File: config.mk
export PLATFORM = sky130hd
export DESIGN_NAME = pt_check
export DESIGN_NICKNAME = d
export VERILOG_FILES = /design/src/rtl/arc4_pkg.sv /design/src/rtl/byte_readable.sv /design/src/rtl/pt_check.sv
export SDC_FILE = /design/constraint.sdc
export NUM_CORES = 1
export LEC_CHECK = 0
export BUFFER_PORTS_ARGS = -buffer_cell sky130_fd_sc_hd__buf_4
export CAP_MARGIN = 20
export CORE_MARGIN = 2
export CORE_UTILIZATION = 35
export CTS_CLUSTER_DIAMETER = 120
export DETAILED_ROUTE_END_ITERATION = 8
export GPL_ROUTABILITY_DRIVEN = 0
export PLACE_DENSITY_LB_ADDON = 0.08
export SLEW_MARGIN = 20
export SYNTH_ARGS = -nofsm -noshare
export SYNTH_HDL_FRONTEND = slang
export SYNTH_SLANG_ARGS = --single-unit
File: constraint.sdc
create_clock -name clk -period 3.3 [get_ports clk]
set_input_delay 0.825 -clock clk [delete_from_list [all_inputs] [get_ports clk]]
set_output_delay 0.825 -clock clk [all_outputs]
set_load 0.01 [all_outputs]
File: src/rtl/arc4_pkg.sv
// Shared ARC4 plaintext-check definitions: checker FSM states and default readable byte range.
package arc4_pkg;

    localparam logic [7:0] PT_LO_DEFAULT = 8'h20;
    localparam logic [7:0] PT_HI_DEFAULT = 8'h7E;

    typedef enum logic [1:0] {
        StIdle,
        StLen,
        StData,
        StFin
    } pt_state_e;

endpackage

File: src/rtl/byte_readable.sv
// Combinational range test: flags a byte lying inside [LO,HI].
module byte_readable
    import arc4_pkg::*;
#(
    parameter logic [7:0] LO = PT_LO_DEFAULT,
    parameter logic [7:0] HI = PT_HI_DEFAULT
) (
    input  logic [7:0] data_i,
    output logic       readable_o
);

    assign readable_o = (data_i >= LO) && (data_i <= HI);

endmodule

File: src/rtl/pt_check.sv
// Plaintext readability checker: stores a length-prefixed message to memory and reports
// whether every message byte is readable, with optional early abort on the first bad byte.
module pt_check
    import arc4_pkg::*;
#(
    parameter logic [7:0] LO          = PT_LO_DEFAULT,
    parameter logic [7:0] HI          = PT_HI_DEFAULT,
    parameter bit         EARLY_ABORT = 1'b1
) (
    input  logic       clk,
    input  logic       rst,
    input  logic       en,
    output logic       rdy,
    input  logic       in_valid,
    input  logic [7:0] in_data,
    output logic       in_ready,
    output logic [7:0] pt_addr,
    output logic [7:0] pt_wrdata,
    output logic       pt_wren,
    output logic       done,
    output logic       pass,
    output logic       abort,
    output logic [7:0] bad_idx
);

    pt_state_e  state_q, state_d;
    logic [7:0] len_q, len_d;
    logic [7:0] cnt_q, cnt_d;
    logic [7:0] bad_q, bad_d;
    logic       pass_q, pass_d;
    logic       abort_q, abort_d;
    logic       xfer;
    logic       readable;
    logic [7:0] k;

    byte_readable #(
        .LO(LO),
        .HI(HI)
    ) u_readable (
        .data_i    (in_data),
        .readable_o(readable)
    );

    assign in_ready = (state_q == StLen) || (state_q == StData);
    assign xfer     = in_valid && in_ready;
    // k is the 1-based message index of the byte on the bus; at most 255, so no wrap.
    assign k        = cnt_q + 8'd1;

    assign pass     = pass_q;
    assign abort    = abort_q;
    assign bad_idx  = bad_q;

    always_comb begin
        state_d   = state_q;
        len_d     = len_q;
        cnt_d     = cnt_q;
        bad_d     = bad_q;
        pass_d    = pass_q;
        abort_d   = 1'b0;
        rdy       = 1'b0;
        done      = 1'b0;
        pt_wren   = 1'b0;
        pt_addr   = 8'h00;
        pt_wrdata = 8'h00;

        unique case (state_q)
            StIdle: begin
                rdy = 1'b1;
                if (en) begin
                    state_d = StLen;
                    pass_d  = 1'b0;
                    bad_d   = 8'h00;
                    cnt_d   = 8'h00;
                end
            end
            StLen: begin
                if (xfer) begin
                    pt_wren   = 1'b1;
                    pt_wrdata = in_data;
                    len_d     = in_data;
                    if (in_data == 8'h00) begin
                        state_d = StFin;
                        pass_d  = 1'b1;
                    end else begin
                        state_d = StData;
                    end
                end
            end
            StData: begin
                if (xfer) begin
                    pt_wren   = 1'b1;
                    pt_addr   = k;
                    pt_wrdata = in_data;
                    cnt_d     = k;
                    if (!readable && (bad_q == 8'h00)) begin
                        bad_d = k;
                    end
                    if ((!readable && EARLY_ABORT) || (k == len_q)) begin
                        state_d = StFin;
                        pass_d  = (bad_d == 8'h00);
                        abort_d = !readable && EARLY_ABORT;
                    end
                end
            end
            StFin: begin
                done    = 1'b1;
                state_d = StIdle;
            end
            default: state_d = StIdle;
        endcase
    end

    always_ff @(posedge clk) begin
        if (rst) begin
            state_q <= StIdle;
            len_q   <= 8'h00;
            cnt_q   <= 8'h00;
            bad_q   <= 8'h00;
            pass_q  <= 1'b0;
            abort_q <= 1'b0;
        end else begin
            state_q <= state_d;
            len_q   <= len_d;
            cnt_q   <= cnt_d;
            bad_q   <= bad_d;
            pass_q  <= pass_d;
            abort_q <= abort_d;
        end
    end

endmodule

# ---- Word-level counts from Yosys, hierarchy flattened
# Index checks and enable logic that the tools add are counted.
dict set report totals {
  ff_bits 28
  input_bits 12
  out_inout_bits 30
}
dict set report classes {
  reduce_logical 18
  eq_ne 9
  magnitude_cmp 2
  n_addsub 1
  bitwise 3
  n_mux 28
}
# cell n
set ops {}
lappend ops {{8-bit two-way mux} 10}
lappend ops {{8-bit case mux with 2 select lines} 2}
lappend ops {{8-bit zero test} 3}
lappend ops {{1-bit two-way mux} 10}
lappend ops {{8-bit by 1-bit adder with 8-bit output, second input constant} 1}
lappend ops {{8-bit == test} 1}
lappend ops {{8-bit by 6-bit >= comparator with 1-bit output, second input constant} 1}
lappend ops {{8-bit by 7-bit less-or-equal comparator with 1-bit output, second input constant} 1}
lappend ops {{2-bit two-way mux} 4}
lappend ops {{2-bit case mux with 4 select lines} 1}
lappend ops {{2-bit inequality test, second input constant} 3}
lappend ops {{6-bit AND reduction} 1}
lappend ops {{2-bit == test, second input constant} 2}
lappend ops {{2-bit by 1-bit inequality test with 1-bit output, second input constant} 2}
lappend ops {{4-bit AND reduction} 1}
lappend ops {{4-bit OR reduction} 1}
lappend ops {{1-bit logical AND} 3}
lappend ops {{1-bit inverter} 3}
lappend ops {{1-bit case mux with 3 select lines} 1}
lappend ops {{3-bit AND reduction} 1}
lappend ops {{3-bit nonzero test} 1}
lappend ops {{2-bit by 1-bit == test with 1-bit output, second input constant} 1}
lappend ops {{2-bit zero test} 1}
lappend ops {{1-bit logical OR} 2}
lappend ops {{other kinds (4)} 4}

# ---- Depth between registers and ports, before layout
# Gate-level depths: netlist (run 1).
dict set report depth {
  word_depth 11
  mapped_depth 9
}

# ---- Cells and area by module
# Synthesis (run 1) repeated with hierarchy kept, for this count alone.
dict set report unflattened {
  hier_cells 219
  hier_area_um2 1752.9
}
# module area_each_um2 seq_area_each_um2 n_inst cells_each
set modules_own_cells {}
lappend modules_own_cells {pt_check 1720.4 560.5 1 216}
lappend modules_own_cells {byte_readable 32.5 0.0 1 3}

# ---- Worst setup path before layout (run 1)
# Ideal clock, no wire load.
dict set report synth_timing {
  path_kind {register to output}
  from {register state_q[0]}
  to {output pt_addr[1]}
  t_required_ns 2.475
  path_buffers 1
  stages_incl_launch_ff 7
  setup_slack_ns 1.019
  arrival_time_ns 1.456
  path_cell_list {dfxtp_1 inv_1 ha_1 clkbuf_1 nand2_1 inv_1 and3_1}
}
dict set report synth_between {
  elab_chain_cells 5
  word_cells_on_any_way 6
  classes_between {eq/ne: 2; mux: 2; reduce/logical: 2}
}
# element line
set synth_rtl {}
lappend synth_rtl {{start: declaration} pt_check.sv:26} ;# pt_state_e state_q, state_d;
lappend synth_rtl {{start signal: assignment} pt_check.sv:115} ;# state_q <= StIdle;
lappend synth_rtl {{start signal: assignment} pt_check.sv:122} ;# state_q <= state_d;
lappend synth_rtl {{2-bit by 1-bit == test with 1-bit output / 2-bit == test (equally long branches)} pt_check.sv:44} ;# assign in_ready = (state_q == StLen) || (state_q == StData);
lappend synth_rtl {{1-bit logical OR (*)} pt_check.sv:44}
lappend synth_rtl {{named net in_ready} pt_check.sv:16} ;# output logic in_ready,
lappend synth_rtl {{1-bit logical AND (*)} pt_check.sv:45} ;# assign xfer = in_valid && in_ready;
lappend synth_rtl {{8-bit two-way mux (*)} pt_check.sv:90} ;# if (xfer) begin
lappend synth_rtl {{8-bit two-way mux (*)} pt_check.sv:66} ;# unique case (state_q)
lappend synth_rtl {{end: declaration} pt_check.sv:17} ;# output logic [7:0] pt_addr,
# The timed path passes the listed nets; every way through them passes the cells marked *.

# ---- Final worst setup path (run 1)
dict set report layout_timing {
  from {register state_q[0]}
  to {output pt_addr[3]}
}
dict set report layout_between {
  elab_chain_cells 5
  word_cells_on_any_way 6
  classes_between {eq/ne: 2; mux: 2; reduce/logical: 2}
}
# element line
set layout_rtl {}
lappend layout_rtl {{2-bit by 1-bit == test with 1-bit output / 2-bit == test (equally long branches)} {pt_check.sv:44, pt_check.sv:66}}
lappend layout_rtl {{1-bit logical OR} pt_check.sv:44}
lappend layout_rtl {{1-bit logical AND} pt_check.sv:45}
lappend layout_rtl {{8-bit two-way mux} pt_check.sv:90}
lappend layout_rtl {{8-bit two-way mux (*)} pt_check.sv:66}
# Every way passes the cells marked *; elsewhere a longest branch is shown, timed or not.

==> impl_metrics.csv, run 1 <==
group,metric,value,unit
finish,layout-area-overhead-vs-synth,20.4,%
clocking,cts_tree,"yes",
placed_design,place_inst,327,
sta,final_max_slew_viol_count,0,
clocking,postCtsSetupBuffers,0,
clocking,cts.hold.buffers_added,0,
critical_path,startpoint_type,"register",
die,die_area,6010,um^2
routing,routed-via-count,1726,
run_status,outcome,"finished, final reports clean",
synth,post_synth_design_cell_area,1890,um^2
sta,fin_hold_ws,0.482,ns
finish,fin_area,2280,um^2
grt,grt_first_pass_wirelength,8.43,mm
clocking,cts.htree.levels,1,
grt,initial_antenna_violation_count,0,
critical_path,end_kind,"primary output",
grt,largest_net_degree_at_the_start_of_global_routing,30,
hold_path,hp-class,"register to register",
finish,drive_above_1_share,21.8,%
critical_path,arrival,2.09,ns
power_and_ir_drop,power.density,512,nW/um^2
finish,finish.net_count,279,
die,die_height,77.5,um
sta,timing.final.crit_share,88.4,%
clocking,post_cts_resized,0,
die,num_io_pins,42,
finish,fillCellCount,532,
synth,count_of_synthesis_stage_warnings_from_yosys,0,
critical_path,crit_required,2.47,ns
critical_path,path_max_fanout,13,
synth,synth-edff-count,0,
sta,max_slew.worst_pin.slew,0.534,ns
synth,synth_nets,249,
placed_design,dpl-instance-area,2210,um^2
finish,instances_no_fill,331,
critical_path,crit_path_top_delay_cell,"ha_1",
routing,vias_per_cell,5.21,
clocking,clk_root_buffer_cell,"clkbuf_8",
synth,synth_cell_types,49,
critical_path,critical_path_buf_inv_count,2,
placed_design,io_buffers,41,
grt,grt_overflow_total,0,
placed_design,dp_hpwl,3.76,mm
clocking,numCtsBuffers,3,
synth,synth_area_per_cell,8.16,um^2
routing,drt-wirelength-per-cell,15.2,um
die,floorplan.initialDensity,36.6,%
critical_path,critical-path-top-delay-family,"simple AND/OR/NAND/NOR gates",
die,std_cell_rows,26,
die,placeableCoreArea,5170,um^2
grt,first_global_vias,1677,
critical_path,cpPeakStageDelay,0.50,ns
sta,skew,0.0120,ns
synth,synth-seq-area-share,29.6,%
sta,finalWorstPathRequiredPeriod,2.92,ns
routing,drt_iter0_markers,98,
run,max-cap-violations,0,
clocking,insertion_delay,0.28,ns
sta,unrepaired_setup_endpoints_after_global_routing,"no",
routing,routed_wl,5.02,mm
synth,synth-seq-cells,28,
power_and_ir_drop,ir_drop,464,uV
critical_path,setup.worst_path.class,"register to primary output",
routing,route.antenna.remaining_nets,0,
clocking,clock_path_buffers,2,
sta,clock.fmax,0.343,GHz
synth,asyncSetResetFlopFracSynth,0,%
sta,max_slew_margin,64.4,%
power_and_ir_drop,power_leakage,0.973,nW
critical_path,crit_path_cell_trace,"inv_1 > ha_1 > nand3_1 > nor2_1 > buf_4",
clocking,total_clock_sinks,28,
routing,drc_errors,0,
grt,combined_global_route_utilization_of_all_metal_layers,17.3,%
sta,fin_tns_setup,0,ns
synth,synth_ff_type,"dfxtp_1",
sta,timing.final.setup_violations,0,
routing,firstDrtPassIters,5,
synth,post_synthesis_cells,232,
finish,diodes,0,
clocking,clk_pin_slew,0.11,ns
sta,hold_violations,0,
die,die-width,77.5,um
[metrics by stage]
stage               worst slack, ns  power, W  utilization, %
CTS                           0.364   0.00118            44.1
finish                        0.383   0.00117            44.1
detailed placement            0.690  0.000896            42.7
global placement              0.702  0.000897            42.7
floorplan                      1.02  0.000738               -
global route                  0.126   0.00125            44.1
[logic make-up after synthesis]
kind of cell	Yosys count	synth area share, %
AO/OA/AOI/OAI	47	19.3
flip-flops	28	29.6
adder cells (fa/ha/maj)	5	3.30
AND/OR/NAND/NOR	103	28.4
multiplexers	11	6.08
XOR/XNOR	15	7.67
buffers and inverters	23	5.62
[per-layer routing]
layer | global-route usage, % | routed length (um) | vias up
met1 | 24.5 | 2460 | 785
met4 | 4.29 | 40 | 0
li1 | - | - | 879
met5 | 0 | 0 | -
met3 | 3.26 | 295 | 4
met2 | 27.0 | 2220 | 58
[final timing paths]
check	endpoint	cells past startpoint	from	slack, ns
max	pt_addr[3]	5	state_q[0]$_SDFFE_PP0P_	0.38
min reg2reg	bad_idx[4]$_SDFFE_PP0P_	2	bad_idx[4]$_SDFFE_PP0P_	0.48
min	bad_idx[4]$_SDFFE_PP0P_	2	bad_idx[4]$_SDFFE_PP0P_	0.48
max reg2reg	bad_idx[4]$_SDFFE_PP0P_	7	state_q[0]$_SDFFE_PP0P_	0.65
[Yosys cell counts (3+ instances only)]
library cell	n	area [um^2]
xor2_1	4	35.0
xnor2_1	10	87.6
and3_1	11	68.8
clkbuf_1	6	22.5
nor2b_1	6	37.5
nand3_1	5	25.0
nor2_1	36	135
buf_4	3	22.5
dfxtp_1	28	561
mux2i_1	10	100
a22oi_1	4	30.0
inv_1	6	22.5
buf_2	7	35.0
ha_1	5	62.6
nor4_1	6	37.5
nor3_1	5	25.0
nand2b_1	4	25.0
nand2_1	17	63.8
a31oi_1	3	18.8
o21ai_0	8	40.0
a21oi_1	14	70.1
[cells in the final DEF, fill, tap and decap left out, drive strengths merged, types with 2 or more instances in the layout]
master | Yosys | routed
nand2 | 17 | 17
inv | 7 | 7
xor2 | 4 | 4
dfxtp | 28 | 28
o22ai | 2 | 2
ha | 5 | 5
a21oi | 14 | 14
a311oi | 2 | 2
nor3 | 7 | 7
clkbuf | 6 | 3
and3 | 12 | 12
a31oi | 3 | 3
o21ai | 8 | 8
a21boi | 2 | 2
xnor2 | 10 | 10
buf | 10 | 41
nor4 | 7 | 7
nor2 | 36 | 36
and2 | 2 | 2
nor2b | 6 | 6
mux2i | 10 | 10
nand3 | 6 | 6
nand2b | 4 | 4
o41a | 2 | 2
a22oi | 4 | 4
[final cells by class]
| cell class | instances | area [um^2] | area share (%) |
|---|---|---|---|
| Clock buffer | 3 | 41.3 | 1.81 |
| Clock inverter | 1 | 30.0 | 1.32 |
| Inverter | 7 | 26.3 | 1.15 |
| Multi-Input combinational cell | 181 | 1230 | 53.8 |
| Sequential cell | 28 | 561 | 24.6 |
| Tap cell | 70 | 87.6 | 3.84 |
| Timing Repair Buffer | 41 | 308 | 13.5 |
[sequential cells by signal (all words and copies together) (netlist names)]
signal / count
pass: 1
cnt_q: 8
state_q: 2
bad_idx: 8
abort: 1
len_q: 8
[worst min-delay path, stage by stage (launching register included)]
cell     delay, ns
dfxtp_1       0.33
nand2_1       0.06
a21oi_1       0.05
[where the power goes]
| part | total [W] | switching [W] | internal [W] |
|---|---|---|---|
| logic | 0.000509 | 0.000295 | 0.000214 |
| clock network | 0.000276 | 0.000113 | 0.000163 |
| registers | 0.000383 | 0.0000224 | 0.000360 |
(Power assumes the default switching activity.)
==> inputs of run 2 (changes only) <==
- RECOVER_POWER: not set -> 100
==> run 2 against run 1 <==
Final area fell by 6.3%. Sequential share of layout area increased by 1.7 points. Register-to-register slack worse by 0.29 ns. Global-route usage is the same. Critical endpoint is now state_q[0]$_SDFFE_PP0P_.
==> impl_metrics.csv, run 2 (synthesis results as in run 1) <==
group,metric,value,unit
critical_path,startpoint_type,"register",
sta,final_max_slew_viol_count,0,
finish,final_common_cell,"nor2_1",
grt,first_global_vias,1677,
clocking,clk_pin_slew,0.11,ns
power_and_ir_drop,design_power_total,0.00111,W
grt,combined_global_route_utilization_of_all_metal_layers,17.3,%
run_status,outcome,"finished, final reports clean",
clocking,clk_root_buffer_cell,"clkbuf_8",
routing,routed_wl,5.04,mm
clocking,postCtsSetupBuffers,0,
sta,max_slew.worst_pin.slew,0.860,ns
routing,drc_errors,0,
die,floorplan.initialDensity,36.6,%
clocking,total_clock_sinks,28,
critical_path,setup.worst_path.class,"register to register",
routing,drt_iter0_markers,130,
critical_path,crit_path_cell_trace,"inv_1 > ha_1 > inv_1 > a2111oi_2 > o2111ai_1 > nor4_1 > a21oi_1 > a211oi_2",
power_and_ir_drop,ir_drop,432,uV
sta,max_slew_margin,42.7,%
clocking,cts.htree.levels,1,
placed_design,io_buffers,41,
routing,firstDrtPassIters,4,
finish,diodes,0,
run,max-cap-violations,0,
clocking,insertion_delay,0.28,ns
critical_path,crit_path_top_delay_cell,"nor4_1",
critical_path,arrival,3.15,ns
grt,grt_util_met2,27.0,%
clocking,cts_tree,"yes",
critical_path,cpPeakStageDelay,0.69,ns
sta,timing.final.setup_violations,0,
grt,initial_antenna_violation_count,0,
routing,drt-wirelength-per-cell,15.2,um
sta,clock.fmax,0.340,GHz
power_and_ir_drop,power.density,518,nW/um^2
critical_path,path_max_fanout,13,
routing,routed-via-count,1714,
hold_path,hp-class,"register to register",
finish,final-seq-area,561,um^2
clocking,numCtsBuffers,3,
critical_path,crit_required,3.51,ns
hold_path,whs_path_depth,2,
grt,grt_use_met3,3.26,%
critical_path,worst-r2r-setup-slack,0.36,ns
finish,post-route-util,41.3,%
sta,timing.final.crit_share,89.2,%
grt,largest_net_degree_at_the_start_of_global_routing,30,
grt,grt_overflow_total,0,
critical_path,cpMostUsedCell,"inv_1",
finish,finish.net_count,279,
hold_path,hold-path-endpoint,"bad_idx[7]$_SDFFE_PP0P_",
critical_path,r2r-start,"state_q[0]$_SDFFE_PP0P_",
sta,finalWorstPathRequiredPeriod,2.94,ns
sta,unrepaired_setup_endpoints_after_global_routing,"no",
die,placeableCoreArea,5170,um^2
power_and_ir_drop,power_leakage,0.842,nW
finish,most-common-layout-cells,"36 x nor2_1, 30 x clkbuf_1, 28 x dfxtp_1",
critical_path,end_kind,"register",
sta,fin_tns_setup,0,ns
critical_path,critical_path.reg2reg.endpoint,"state_q[0]$_SDFFE_PP0P_",
die,num_io_pins,42,
die,die_area,6010,um^2
finish,fillCellCount,563,
finish,drive_above_1_share,9.58,%
grt,grt_most_used_layer,"met2",
grt,grt_first_pass_wirelength,8.43,mm
finish,layout-area-overhead-vs-synth,12.8,%
finish,multi_input_gate_area,1190,um^2
clocking,clock_path_buffers,2,
routing,vias_per_cell,5.18,
clocking,cts.hold.buffers_added,0,
sta,hold_violations,0,
sta,fin_hold_ws,0.481,ns
placed_design,dp_hpwl,3.76,mm
routing,route.antenna.remaining_nets,0,
die,std_cell_rows,26,
sta,skew,0.00981,ns
die,die-width,77.5,um
hold_path,worst_hold_startpoint,"bad_idx[7]$_SDFFE_PP0P_",
critical_path,worst-r2r-cell-count,8,
die,die_height,77.5,um
clocking,post_cts_resized,0,
grt,global_route.usage.met1,24.5,%
-- run 2: power by group --
part	switching (W)	internal, W
Sequential	0.0000223	0.000360
Combinational	0.000281	0.000164
Clock	0.000115	0.000163
Total	0.000418	0.000687
-- run 2: final cells by class --
| cell class | count | share of cell area, % |
|---|---|---|
| timing repair buffer | 41 | 9.14 |
| sequential | 28 | 26.2 |
| clock inverter | 1 | 1.41 |
| tap | 70 | 4.10 |
| clock buffer | 3 | 1.93 |
| inverter | 7 | 1.23 |
| multi-input combinational | 181 | 55.9 |
-- run 2: worst max-delay path by stage --
stage	endpoint	startpoint
2_1_floorplan	pt_addr[1]	state_q[0]$_SDFFE_PP0P_
3_3_place_gp	pass$_SDFFE_PP0P_	cnt_q[0]$_SDFFE_PP0P_
3_5_place_dp	pt_addr[2]	state_q[0]$_SDFFE_PP0P_
4_1_cts	pt_addr[2]	state_q[0]$_SDFFE_PP0P_
5_1_grt	pt_addr[2]	state_q[0]$_SDFFE_PP0P_
6_report	state_q[0]$_SDFFE_PP0P_	state_q[0]$_SDFFE_PP0P_
-- run 2: metal layers --
metal | part of all wire [%] | wire, um
met1 | 51 | 2570
met2 | 44 | 2220
met3 | 4.1 | 204
met4 | 0.79 | 40
met5 | 0 | 0
-- run 2: stage by stage --
step                worst slack (ns)  cell area [um^2]  std cells
floorplan                       1.02              1890        232
global placement               0.702              2210        327
detailed placement             0.690              2210        327
CTS                            0.364              2280        331
global route                  0.0779              2140        331
finish                         0.357              2140        331
-- run 2: worst max-delay path, delay by kind of cell, from the launching register on --
family / cells / cell delay [ns]
DFF: 1 / 0.40
buffers and inverters: 2 / 0.22
and+or+nand+nor: 1 / 0.69
adders and majority gates: 1 / 0.49
AOI/OAI and AO/OA: 4 / 1.07
==> inputs of run 3 (changes only) <==
- ABC_AREA: not set -> 1
- BUFFER_PORTS_ARGS: -buffer_cell sky130_fd_sc_hd__buf_4 -> -buffer_cell sky130_fd_sc_hd__clkbuf_2
==> run 3 against run 2 <==
Combinational power is 38% higher. Via count rose by 11%. Clock-buffer cell count unchanged. Total power rose by 20%. Highest routed layer unchanged.
==> impl_metrics.csv, run 3 <==
group,metric,value,unit
clocking,cts_tree,"yes",
critical_path,end_kind,"primary output",
critical_path,crit_required,2.47,ns
finish,layout-area-overhead-vs-synth,16.4,%
routing,routed-via-count,1904,
routing,drt_iter0_markers,92,
finish,most-common-layout-cells,"73 x nand2_1, 42 x inv_1, 39 x nor2_1",
die,die-width,75.5,um
clocking,numCtsBuffers,3,
synth,synth-seq-cells,28,
critical_path,arrival,2.02,ns
sta,timing.final.setup_violations,0,
synth,synth.most_common_cell,"nand2_1",
die,placeableCoreArea,5010,um^2
finish,post-route-util,41.5,%
synth,post_synth_design_cell_area,1790,um^2
placed_design,dp_hpwl,3.75,mm
grt,combined_global_route_utilization_of_all_metal_layers,17.7,%
finish,fin_area,2080,um^2
finish,diodes,0,
routing,drt-wirelength-per-cell,11.7,um
power_and_ir_drop,power.density,636,nW/um^2
sta,post-route-worst-setup-slack,0.451,ns
synth,synth_area_per_cell,6.12,um^2
routing,firstDrtPassIters,4,
critical_path,path_max_fanout,12,
grt,grt_first_pass_wirelength,7.80,mm
die,num_io_pins,42,
synth,synth_ff_type,"dfxtp_1",
synth,synth.area.top_cells,"dfxtp_1 31%, nand2_1 15%, inv_1 8.8%",
grt,grt_overflow_total,0,
clocking,clock_path_buffers,2,
die,std_cell_rows,26,
critical_path,crit_path_start,"state_q[0]$_SDFFE_PP0P_",
finish,finish.net_count,349,
sta,max_slew_margin,63.9,%
routing,routed_wl,4.68,mm
clocking,clk_pin_slew,0.10,ns
placed_design,io_buffers,41,
clocking,cts.htree.levels,1,
placed_design,pre_cts_ws,0.703,ns
synth,synth-seq-area-share,31.4,%
hold_path,hp-class,"register to register",
sta,fin_tns_setup,0,ns
power_and_ir_drop,ir_drop,345,uV
critical_path,setup.worst_path.class,"register to primary output",
synth,asyncSetResetFlopFracSynth,0,%
hold_path,worst_hold_startpoint,"len_q[0]$_SDFFE_PP0P_",
routing,vias_per_cell,4.75,
clocking,postCtsSetupBuffers,0,
sta,max_slew.worst_pin.slew,0.542,ns
sta,final_max_slew_viol_count,0,
power_and_ir_drop,power_leakage,0.893,nW
run,max-cap-violations,0,
synth,synth_commonest_cells,"72 x nand2_1, 42 x inv_1, 39 x nor2_1, 30 x nand3_1, 29 x a21oi_1",
synth,synth-edff-count,0,
finish,final_common_cell,"nand2_1",
synth,synth_cell_types,26,
clocking,total_clock_sinks,28,
critical_path,r2r-start,"state_q[0]$_SDFFE_PP0P_",
critical_path,startpoint_type,"register",
die,die_area,5700,um^2
grt,initial_antenna_violation_count,0,
synth,count_of_synthesis_stage_warnings_from_yosys,0,
die,die_height,75.5,um
sta,clock.fmax,0.351,GHz
sta,skew,0.00570,ns
sta,unrepaired_setup_endpoints_after_global_routing,"no",
placed_design,dpl-instance-area,2060,um^2
routing,route.antenna.remaining_nets,0,
sta,finalWorstPathRequiredPeriod,2.85,ns
run_status,outcome,"finished, final reports clean",
synth,yosysTopAreaCell,"dfxtp_1",
finish,drive_above_1_share,8.46,%
routing,drc_errors,0,
sta,timing.final.crit_share,86.3,%
clocking,clk_root_buffer_cell,"clkbuf_8",
synth,synth_top_cell_area_share,31.4,%
synth,post_synthesis_cells,292,
grt,first_global_vias,1621,
clocking,post_cts_resized,0,
finish,fillCellCount,611,
sta,fin_hold_ws,0.480,ns
die,floorplan.initialDensity,35.7,%
grt,largest_net_degree_at_the_start_of_global_routing,19,
synth,synth_nets,309,
sta,hold_violations,0,
clocking,insertion_delay,0.28,ns
clocking,cts.hold.buffers_added,0,
-- run 3: cells by family after synthesis --
kind of cell	count (synthesis)	share of synthesized area, %
fa+ha+maj	5	3.50
flops	28	31.4
simple gates	160	39.5
compound gates	46	13.8
xor+xnor	2	0.980
buf+inv	51	10.8
-- run 3: critical path: stages, from the launching register on --
cell and delay (ns):
dfxtp_1 0.41, inv_1 0.10, ha_1 0.34, nand2_1 0.25, nor2_1 0.17, inv_1 0.15, a21oi_1 0.16, clkbuf_1 0.17
-- run 3: area by class of cell --
cell class,count,area [um^2],share of cell area [%]
clock buffers,3,41.3,1.98
clock inverters,1,30.0,1.44
inverters,44,165,7.94
multi-input cells,213,1030,49.3
flip-flops and latches,28,561,26.9
well taps,70,87.6,4.21
repair buffers,42,170,8.18
-- run 3: layer usage --
layer / part of all wire (%) / GRT usage, %
met1: 51 / 25.7
met3: 2.8 / 2.12
met2: 46 / 28.0
met5: 0 / 0
met4: 0.66 / 4.09
-- run 3: stage by stage --
stage / cells / total power (W)
final: 401 / 0.00132
after global routing: 401 / 0.00146
after CTS: 401 / 0.00137
after detailed placement: 397 / 0.00108
after global placement: 397 / 0.00109
after floorplan: 292 / 0.000903
-- run 3: worst paths after layout --
| kind | to | slack [ns] | cells after the start |
|---|---|---|---|
| worst max register to register | cnt_q[0]$_SDFFE_PP0P_ | 0.59 | 11 |
| worst max-delay path | pt_addr[3] | 0.45 | 7 |
| worst min-delay path | len_q[0]$_SDFFE_PP0P_ | 0.48 | 2 |
| worst min register to register | len_q[0]$_SDFFE_PP0P_ | 0.48 | 2 |
-- run 3: where the power goes --
part           switching [W]  internal (W)
sequential         0.0000439      0.000388
clock               0.000115      0.000163
combinational       0.000412      0.000201
total               0.000571      0.000751
